## src/rtl/fp_mul_arbiter.sv

```systemverilog
// Two-requester front end sharing one IEEE-754 single-precision multiplier; result valid CALC_CYCLES edges after accept.
// Backpressure: one operation in flight; req_ready low outside IDLE, result held in RESP until rsp_ready.

module fp_multiplier (
   input  logic [31:0] in1,
   input  logic [31:0] in2,
   output logic [31:0] out
);
   logic              sgn;
   logic [7:0]        e1, e2;
   logic [22:0]       f1, f2;
   logic              nan1, nan2, inf1, inf2, zero1, zero2;
   logic [47:0]       prod;
   logic [23:0]       mant;
   logic              grd, sticky, rnd;
   logic [24:0]       mant_r;
   logic signed [9:0] exp_v;

   assign sgn   = in1[31] ^ in2[31];
   assign e1    = in1[30:23];
   assign e2    = in2[30:23];
   assign f1    = in1[22:0];
   assign f2    = in2[22:0];
   assign nan1  = (e1 == 8'hFF) && (f1 != 23'd0);
   assign nan2  = (e2 == 8'hFF) && (f2 != 23'd0);
   assign inf1  = (e1 == 8'hFF) && (f1 == 23'd0);
   assign inf2  = (e2 == 8'hFF) && (f2 == 23'd0);
   // Subnormal inputs are flushed to zero.
   assign zero1 = (e1 == 8'd0);
   assign zero2 = (e2 == 8'd0);
   assign prod  = 48'({1'b1, f1}) * 48'({1'b1, f2});

   always_comb begin
      if (prod[47]) begin
         mant   = prod[47:24];
         grd    = prod[23];
         sticky = |prod[22:0];
      end else begin
         mant   = prod[46:23];
         grd    = prod[22];
         sticky = |prod[21:0];
      end
      rnd    = grd & (sticky | mant[0]);
      mant_r = {1'b0, mant} + 25'(rnd);
      exp_v  = $signed({2'b00, e1}) + $signed({2'b00, e2}) - 10'sd127
               + $signed({9'd0, prod[47]}) + $signed({9'd0, mant_r[24]});

      if (nan1 || nan2 || (inf1 && zero2) || (zero1 && inf2)) begin
         out = 32'h7FC0_0000;
      end else if (inf1 || inf2) begin
         out = {sgn, 8'hFF, 23'd0};
      end else if (zero1 || zero2) begin
         out = {sgn, 31'd0};
      end else if (exp_v >= 10'sd255) begin
         out = {sgn, 8'hFF, 23'd0};
      end else if (exp_v <= 10'sd0) begin
         out = {sgn, 31'd0};
      end else begin
         out = {sgn, exp_v[7:0], (mant_r[24] ? mant_r[23:1] : mant_r[22:0])};
      end
   end
endmodule

module fp_mul_arbiter #(
   parameter int unsigned CALC_CYCLES = 1
) (
   input  logic        clk,
   input  logic        rst,
   input  logic        req0_valid,
   input  logic        req1_valid,
   output logic        req0_ready,
   output logic        req1_ready,
   input  logic [31:0] req0_a,
   input  logic [31:0] req0_b,
   input  logic [31:0] req1_a,
   input  logic [31:0] req1_b,
   output logic        rsp_valid,
   input  logic        rsp_ready,
   output logic        rsp_id,
   output logic [31:0] rsp_data,
   output logic        busy
);
   typedef enum logic [1:0] {IDLE, CALC, RESP} state_t;

   state_t      state_q, state_d;
   logic        ptr_q, ptr_d;
   logic [3:0]  cnt_q, cnt_d;
   logic [31:0] a_q, a_d, b_q, b_d;
   logic [31:0] rsp_data_q, rsp_data_d;
   logic        rsp_id_q, rsp_id_d;
   logic        rsp_valid_q, rsp_valid_d;
   logic        busy_q, busy_d;
   logic        grant1, idle_ok;
   logic [31:0] mul_out;

   fp_multiplier u_mul (.in1(a_q), .in2(b_q), .out(mul_out));

   // Pointer only breaks ties; a lone requester always wins.
   assign grant1     = req1_valid & (~req0_valid | ptr_q);
   assign idle_ok    = (state_q == IDLE) & ~rst;
   assign req0_ready = idle_ok & req0_valid & ~grant1;
   assign req1_ready = idle_ok & grant1;

   assign rsp_valid = rsp_valid_q;
   assign rsp_id    = rsp_id_q;
   assign rsp_data  = rsp_data_q;
   assign busy      = busy_q;

   always_comb begin
      state_d     = state_q;
      ptr_d       = ptr_q;
      cnt_d       = cnt_q;
      a_d         = a_q;
      b_d         = b_q;
      rsp_data_d  = rsp_data_q;
      rsp_id_d    = rsp_id_q;
      rsp_valid_d = rsp_valid_q;
      busy_d      = busy_q;
      case (state_q)
         IDLE: begin
            if (req0_ready || req1_ready) begin
               a_d      = grant1 ? req1_a : req0_a;
               b_d      = grant1 ? req1_b : req0_b;
               rsp_id_d = grant1;
               ptr_d    = ~grant1;
               cnt_d    = 4'(CALC_CYCLES - 1);
               state_d  = CALC;
               busy_d   = 1'b1;
            end
         end
         CALC: begin
            if (cnt_q == 4'd0) begin
               rsp_data_d  = mul_out;
               rsp_valid_d = 1'b1;
               state_d     = RESP;
            end else begin
               cnt_d = cnt_q - 4'd1;
            end
         end
         RESP: begin
            if (rsp_ready) begin
               rsp_valid_d = 1'b0;
               busy_d      = 1'b0;
               state_d     = IDLE;
            end
         end
         default: begin
            state_d     = IDLE;
            rsp_valid_d = 1'b0;
            busy_d      = 1'b0;
         end
      endcase
   end

   always_ff @(posedge clk) begin
      if (rst) begin
         state_q     <= IDLE;
         ptr_q       <= 1'b0;
         cnt_q       <= 4'd0;
         a_q         <= 32'd0;
         b_q         <= 32'd0;
         rsp_data_q  <= 32'd0;
         rsp_id_q    <= 1'b0;
         rsp_valid_q <= 1'b0;
         busy_q      <= 1'b0;
      end else begin
         state_q     <= state_d;
         ptr_q       <= ptr_d;
         cnt_q       <= cnt_d;
         a_q         <= a_d;
         b_q         <= b_d;
         rsp_data_q  <= rsp_data_d;
         rsp_id_q    <= rsp_id_d;
         rsp_valid_q <= rsp_valid_d;
         busy_q      <= busy_d;
      end
   end
endmodule

```

## config.mk

```make
export PLATFORM = sky130hd
export DESIGN_NAME = fp_mul_arbiter
export DESIGN_NICKNAME = d
export VERILOG_FILES = /design/src/rtl/fp_mul_arbiter.sv
export SDC_FILE = /design/constraint.sdc
export NUM_CORES = 2
export LEC_CHECK = 0
export CELL_PAD_IN_SITES_DETAIL_PLACEMENT = 1
export CELL_PAD_IN_SITES_GLOBAL_PLACEMENT = 2
export CORE_MARGIN = 5
export CORE_UTILIZATION = 39
export CTS_BUF_LIST = sky130_fd_sc_hd__clkbuf_8 sky130_fd_sc_hd__clkbuf_16
export CTS_CLUSTER_DIAMETER = 100
export DETAILED_ROUTE_END_ITERATION = 6
export PLACE_DENSITY_LB_ADDON = 0.1
export SKIP_CTS_REPAIR_TIMING = 1
export SLEW_MARGIN = 30
export SYNTH_ARGS = -nofsm -noshare
export SYNTH_HDL_FRONTEND = slang
export SYNTH_SLANG_ARGS = --single-unit
```

## constraint.sdc

```tcl
create_clock -name clk -period 14.4 [get_ports clk]
set_input_delay 2.16 -clock clk [delete_from_list [all_inputs] [get_ports clk]]
set_output_delay 2.16 -clock clk [all_outputs]
set_load 0.1 [all_outputs]
```

======== After elaboration in Yosys (flattened, before gate mapping) ========
Index checks and enable logic that the tools add are counted.
W data, S select, Z words.
storage, ports and cells
  flip-flop bits (word level) ............. 106
  latch bits .............................. 0
  memory bits (writable) .................. 0
  ROM bits ................................ 0
  bits of input ports ..................... 133
  output and inout bits ................... 37
  word-level logic and storage cells ...... 92
  memories ................................ 0
operators by class
  add/subtract/negate cells ............... 6
  $mul .................................... 1
  div/mod/pow operators ................... 0
  order comparisons ....................... 2
  eq/ne operators ......................... 8
  shifts and indexed selects .............. 0
  multiplexer cells ....................... 23
  bitwise logic cells ..................... 14
  reduce and logical (&&, ||, !) cells .... 29
operators with widths
  operator                 count
  $mux W31                 4
  $mux W32                 3
  $mul A24 B24 Y48         1
  $logic_not A23 Y1        2
  $reduce_bool A23 Y1      2
  $add A24 B1 Y25          1
  $mux W24                 1
  $mux W23                 1
  $reduce_or A23 Y1        1
  $reduce_or A22 Y1        1
  $add A10 B2 Y10          2
  $eq A8 B8 Y1 const B     2
  $logic_not A8 Y1         2
  $reduce_and A3 Y1        4
  $ge A10 B9 Y1 const B    1
  $le A10 B1 Y1 const B    1
  $sub A10 B8 Y10 const B  1
  $add A8 B8 Y9            1
  $mux W4                  2
  $pmux W4 S2              1
  $and A1 B1 Y1            6
  $logic_and A1 B1 Y1      6
  $logic_or A1 B1 Y1       6
  $mux W2                  3
  other kinds (15)         28

======== Longest topological paths before layout ========
  depth in word-level cells ............... 13
  gate-level depth with buffers ........... 53
  gate-level depth less buffers ........... 46

======== Modules after synthesis ========
From an unflattened synthesis, not the netlist that was laid out.
unflattened totals
  cells, all modules ...................... 3,118
  area total of the unflattened synthesis .. 26,073.8 um^2
by module, submodules not included
  module          instances  cells an instance  area each (um^2)
  fp_multiplier   1          2,582              21,383.0
  fp_mul_arbiter  1          536                4,690.7

======== Worst setup path before layout ========
OpenSTA, ideal clock, no wires.
  path kind ............................... register to register
  from .................................... register b_q[3]
  to ...................................... register rsp_data_q[11], in the netlist rsp_data[11]
  data arrival time ....................... 11,564 ps
  required time ........................... 14,326 ps
  path slack .............................. 2,762 ps
  stages on the path, launching flop included .. 54
  buffers on the path ..................... 8
  period minus slack after synthesis ...... 11,638 ps
  path through ............................ dfxtp_1 > clkbuf_1 > clkbuf_1 > nand2_1 > fa_1 > inv_1 > fa_1 > inv_1 > fa_1 > inv_1 > fa_1 > inv_1 > fa_1 > inv_1 > fa_1 > inv_1 > fa_1 > inv_1 > [18 not listed] > nand4_1 > nor4_1 > and2_1 > ha_1 > inv_1 > fa_1 > nor2_1 > xnor3_1 > nand3b_1 > a211oi_1 > o21a_1 > o211ai_1 > nand4_1 > or2_0 > clkbuf_1 > nor2_2 > o21ai_0 > o21ai_0
between the ends
  word-level cells in the longest chain between the ends .. 13
  elaborated cells on any way between the ends .. 28
  classes of those cells .................. add/sub: 3; mul: 1; order compare: 2; mux: 9; bitwise: 2; reduce/logical: 11
ends and longest elaborated chain
  item                                                    RTL line  RTL
  start: declaration                                      88        logic [31:0] a_q, a_d, b_q, b_d;
  start signal: assignment                                161       b_q <= 32'd0;
  start signal: assignment                                171       b_q <= b_d;
  $mul A24 B24 Y48                                        31        assign prod = 48'({1'b1, f1}) * 48'({1'b1, f2});
  $reduce_or A23 Y1 or $reduce_or A22 Y1 (tied branches)  37, 41
  $mux W1                                                 34        if (prod[47]) begin
  $or A1 B1 Y1                                            43        rnd = grd & (sticky | mant[0]);
  $and A1 B1 Y1                                           43
  $add A24 B1 Y25                                         44        mant_r = {1'b0, mant} + 25'(rnd);
  $add A10 B2 Y10                                         46        + $signed({9'd0, prod[47]}) + $signed({9'd0, mant_r[24]});
  $le A10 B1 Y1                                           56        end else if (exp_v <= 10'sd0) begin
  $mux W31                                                56
  $mux W31                                                54        end else if (exp_v >= 10'sd255) begin
  $mux W31                                                52        end else if (zero1 || zero2) begin
  $mux W31                                                50        end else if (inf1 || inf2) begin
  $mux W32 *                                              48        if (nan1 || nan2 || (inf1 && zero2) || (zero1 && inf2)) begin
  end signal: assignment                                  172       rsp_data_q <= rsp_data_d;
  end: declaration                                        89        logic [31:0] rsp_data_q, rsp_data_d;
Mark *: on every way between the ends. The rest lies on a longest branch, timed or not.
A chain may end at the register's enable or synchronous reset.

======== Final worst setup path ========
  from .................................... register b_q[8]
  to ...................................... register rsp_data_q[11], in the netlist rsp_data[11]
The elaborated chain is that of the path after synthesis.

==> flow_summary.yaml <==
outcome:
  status: "complete, no violations"
sta:
  achievable-frequency_mhz: 77.30
  timing_max_transition_violations_final: 0
  worstMarginPinSlew_ns: 1.034
  timing.final.crit_period_ns: 12.94
  unrepaired_setup_endpoints_after_global_routing: "false"
  min_period_over_period_pct: 89.84
  timing.final.setup_violations: 0
  worst_clock_skew_ns: 0.01829
  hold_violations: 0
  setup-tns-final_ns: 0
  slew_headroom_pct: 30.82
  hold-worst-slack_ns: 0.4512
layout:
  drive_above_1_share_pct: 4.179
  finish.net_count: 3936
  multiInputGateArea_um2: 20890
  num-fill-cells: 7832
  area.sequential_um2: 2135
  flow.area_growth_from_synthesis_pct: 10.82
synthesis:
  mappedNetlistNets: 3871
  ranking_of_synthesized_cells_by_instance_count: "sky130_fd_sc_hd__inv_1, sky130_fd_sc_hd__fa_1, sky130_fd_sc_hd__nand2_1, sky130_fd_sc_hd__and2_1, sky130_fd_sc_hd__ha_1"
  syn_std_cell_area_um2: 25920
  synth-edff-count: 0
  synthesis.instances: 3065
  synth.avg_cell_area_um2: 8.458
  postSynth.asyncResetShare_pct: 0
  post_synth_main_area_contributors: "sky130_fd_sc_hd__fa_1, sky130_fd_sc_hd__ha_1, sky130_fd_sc_hd__inv_1"
  synth_flop_cell: "sky130_fd_sc_hd__dfxtp_1"
  synth.yosys.warnings: 0
  synth.yosys.seq_area_share_pct: 8.186
  yosys.cell_count.top_type: "sky130_fd_sc_hd__inv_1"
  synthDominantCellAreaShare_pct: 37.38
  synth-seq-cells: 106
  synth.distinct_cells: 90
  netlist.top_cell.by_area: "sky130_fd_sc_hd__fa_1"
worst_setup_path:
  worstPathMaxFanout: 18
  worstRegToRegCells: 43
  worstPathRequired_ns: 14.72
  critical_path_class: "reg2reg"
  data_arrival_at_the_endpoint_of_the_critical_path_ns: 13.25
  max_stage_delay_ns: 0.80
  r2r_end: "rsp_data[11]$_SDFFE_PP0P_"
  regToRegStartpoint: "b_q[8]$_SDFFE_PP0P_"
  crit_path_top_delay_cell: "sky130_fd_sc_hd__dfxtp_1"
  worst_r2r_setup_slack_ns: 1.46
  critical_path_source: "b_q[8]$_SDFFE_PP0P_"
  critical_path.endpoint_type: "flop"
  startpoint_type: "flop"
  crit_path_frequent_cell: "sky130_fd_sc_hd__fa_1"
floorplanning:
  core_um2: 65860
  die_width_um: 267.8
  initial_core_util_pct: 39.36
  fp-row-count: 94
  floorplan.die.height_um: 267.8
  dieArea_um2: 71730
  pin_count: 170
clock_network:
  clk_root_buffer_cell: "sky130_fd_sc_hd__clkbuf_16"
  cts_buffer_depth: 2
  ctsHtreeMaxLevel: 3
  tritoncts_buffers: 9
  clkTransAtPathRegs_ns: 0.08
  clk_latency_ns: 0.40
  cts_tree: "done"
  tritoncts_num_sinks: 106
min_path:
  worst_hold_path.num_cells: 2
  min-delay-start: "rsp_data[17]$_SDFFE_PP0P_"
  hold_end: "rsp_data[17]$_SDFFE_PP0P_"
  hold_path_class: "reg2reg"
routing:
  drt-initial-drc-count: 1182
  wire_per_inst_um: 23.43
  post_route_drc: 0
  vias_per_cell: 5.369
  final_routed_wirelength_mm: 93.70
  dr_total_vias: 21470
  drtPass1Iterations: 5
  route.antenna.remaining_nets: 0
global_routing:
  grt_use_total_pct: 26.80
  wire_length_of_the_first_global_routing_pass_mm: 146.6
  grt_antenna_before_repair: 0
  grt_start_max_net_pins: 90
  grt_pass1_vias: 24530
  grt_overflow_total: 0
place:
  numPortBuffers: 169
  place_congestion: 0.9065
  place.detailed.hpwl_mm: 76.74
power:
  peakVddDrop_mv: 0.1077
  power_leakage_nw: 13.42
  power.density_cell_area_nw_per_um2: 129.9
job:
  drv_cap: 0
[registers in the layout (all words and copies together) (netlist names)]
register,flops
rsp_id,1
rsp_data,32
b_q,32
rsp_valid,1
busy,1
ptr_q,1
a_q,32
cnt_q,4
state_q,2
[worst max path at each step]
stage / slack, ns / cells after the start / end
final: 1.46 / 43 / rsp_data[11]$_SDFFE_PP0P_
after global routing: 0.40 / 42 / rsp_data[11]$_SDFFE_PP0P_
after CTS: 1.39 / 44 / rsp_data[11]$_SDFFE_PP0P_
after detailed placement: 1.49 / 44 / rsp_data[11]$_SDFFE_PP0P_
after global placement: 1.63 / 42 / rsp_data[11]$_SDFFE_PP0P_
after floorplan: 2.76 / 53 / rsp_data[11]$_SDFFE_PP0P_
[stage by stage]
step	instances	area, um2	power [mW]	setup slack, ns	utilization (%)
after floorplan	3065	25920	2.373	2.762	-
after global placement	3983	28450	3.419	1.633	43.20
after detailed placement	3983	28440	3.455	1.486	43.18
after CTS	3999	28730	3.745	1.393	43.61
after global routing	3999	28730	4.069	0.3969	43.61
final	4000	28730	3.731	1.463	43.62
[critical path: cells and delay by family (launching register included)]
family / cells / cell delay, ns
AO/OA/AOI/OAI: 10 / 2.51
AND/OR/NAND/NOR: 12 / 3.26
flip-flops: 1 / 0.80
multiplexers: 1 / 0.32
adder cells (fa/ha/maj): 11 / 4.76
buffers and inverters: 8 / 0.96
XOR/XNOR: 1 / 0.21
[report_power, final]
| group | switching (mW) | total [mW] | internal, mW |
|---|---|---|---|
| logic | 2.04 | 3.07 | 1.03 |
| clock network | 0.139 | 0.260 | 0.121 |
| registers | 0.0772 | 0.400 | 0.323 |
[logic make-up (layout without fill, tap and decap cells)]
group                    count (synthesis)  count (layout)  share of synthesized area, %
other                                    0               1                             0
XOR/XNOR                                66              66                         2.312
buffers and inverters                  771             841                         11.35
adder cells (fa/ha/maj)                673             673                         46.50
AND/OR/NAND/NOR                       1026            1026                         19.50
multiplexers                            62              62                         2.413
flip-flops                             106             106                         8.186
AO/OA/AOI/OAI                          361             361                         9.740
[layer usage]
metal  track usage [%]  wire [um]  vias to the layer above
li1                  -          -                     9729
met1             33.52      38940                    11130
met2             47.82      47130                      477
met3             4.111       4385                      135
met4             8.484       3244                        0
met5                 0          0                        -
[layout by cell type (no fill, tap or decap), drive strengths merged, types with 20 or more instances in the layout]
cell type / synthesis / routed
a21oi: 96 / 96
buf: 33 / 59
nand2: 376 / 376
xnor2: 45 / 45
clkdlybuf4s50: 0 / 162
o21ai: 65 / 65
nand4: 37 / 37
fa: 484 / 484
a211oi: 61 / 61
dfxtp: 106 / 106
mux2i: 58 / 58
and2: 255 / 255
nor2: 187 / 187
nor3: 38 / 38
nand3: 30 / 30
inv: 601 / 605
xor2: 20 / 20
nor4: 25 / 25
ha: 189 / 189
[layout make-up]
type / count / area share, %
multi-input combinational: 2188 / 72.73
clock inverter: 7 / 0.2178
sequential: 106 / 7.430
inverter: 604 / 7.892
antenna: 1 / 0.008711
timing repair buffer: 221 / 7.178
tap: 864 / 3.763
clock buffer: 9 / 0.7840
No activity file was read; power rests on OpenSTA's default activity.
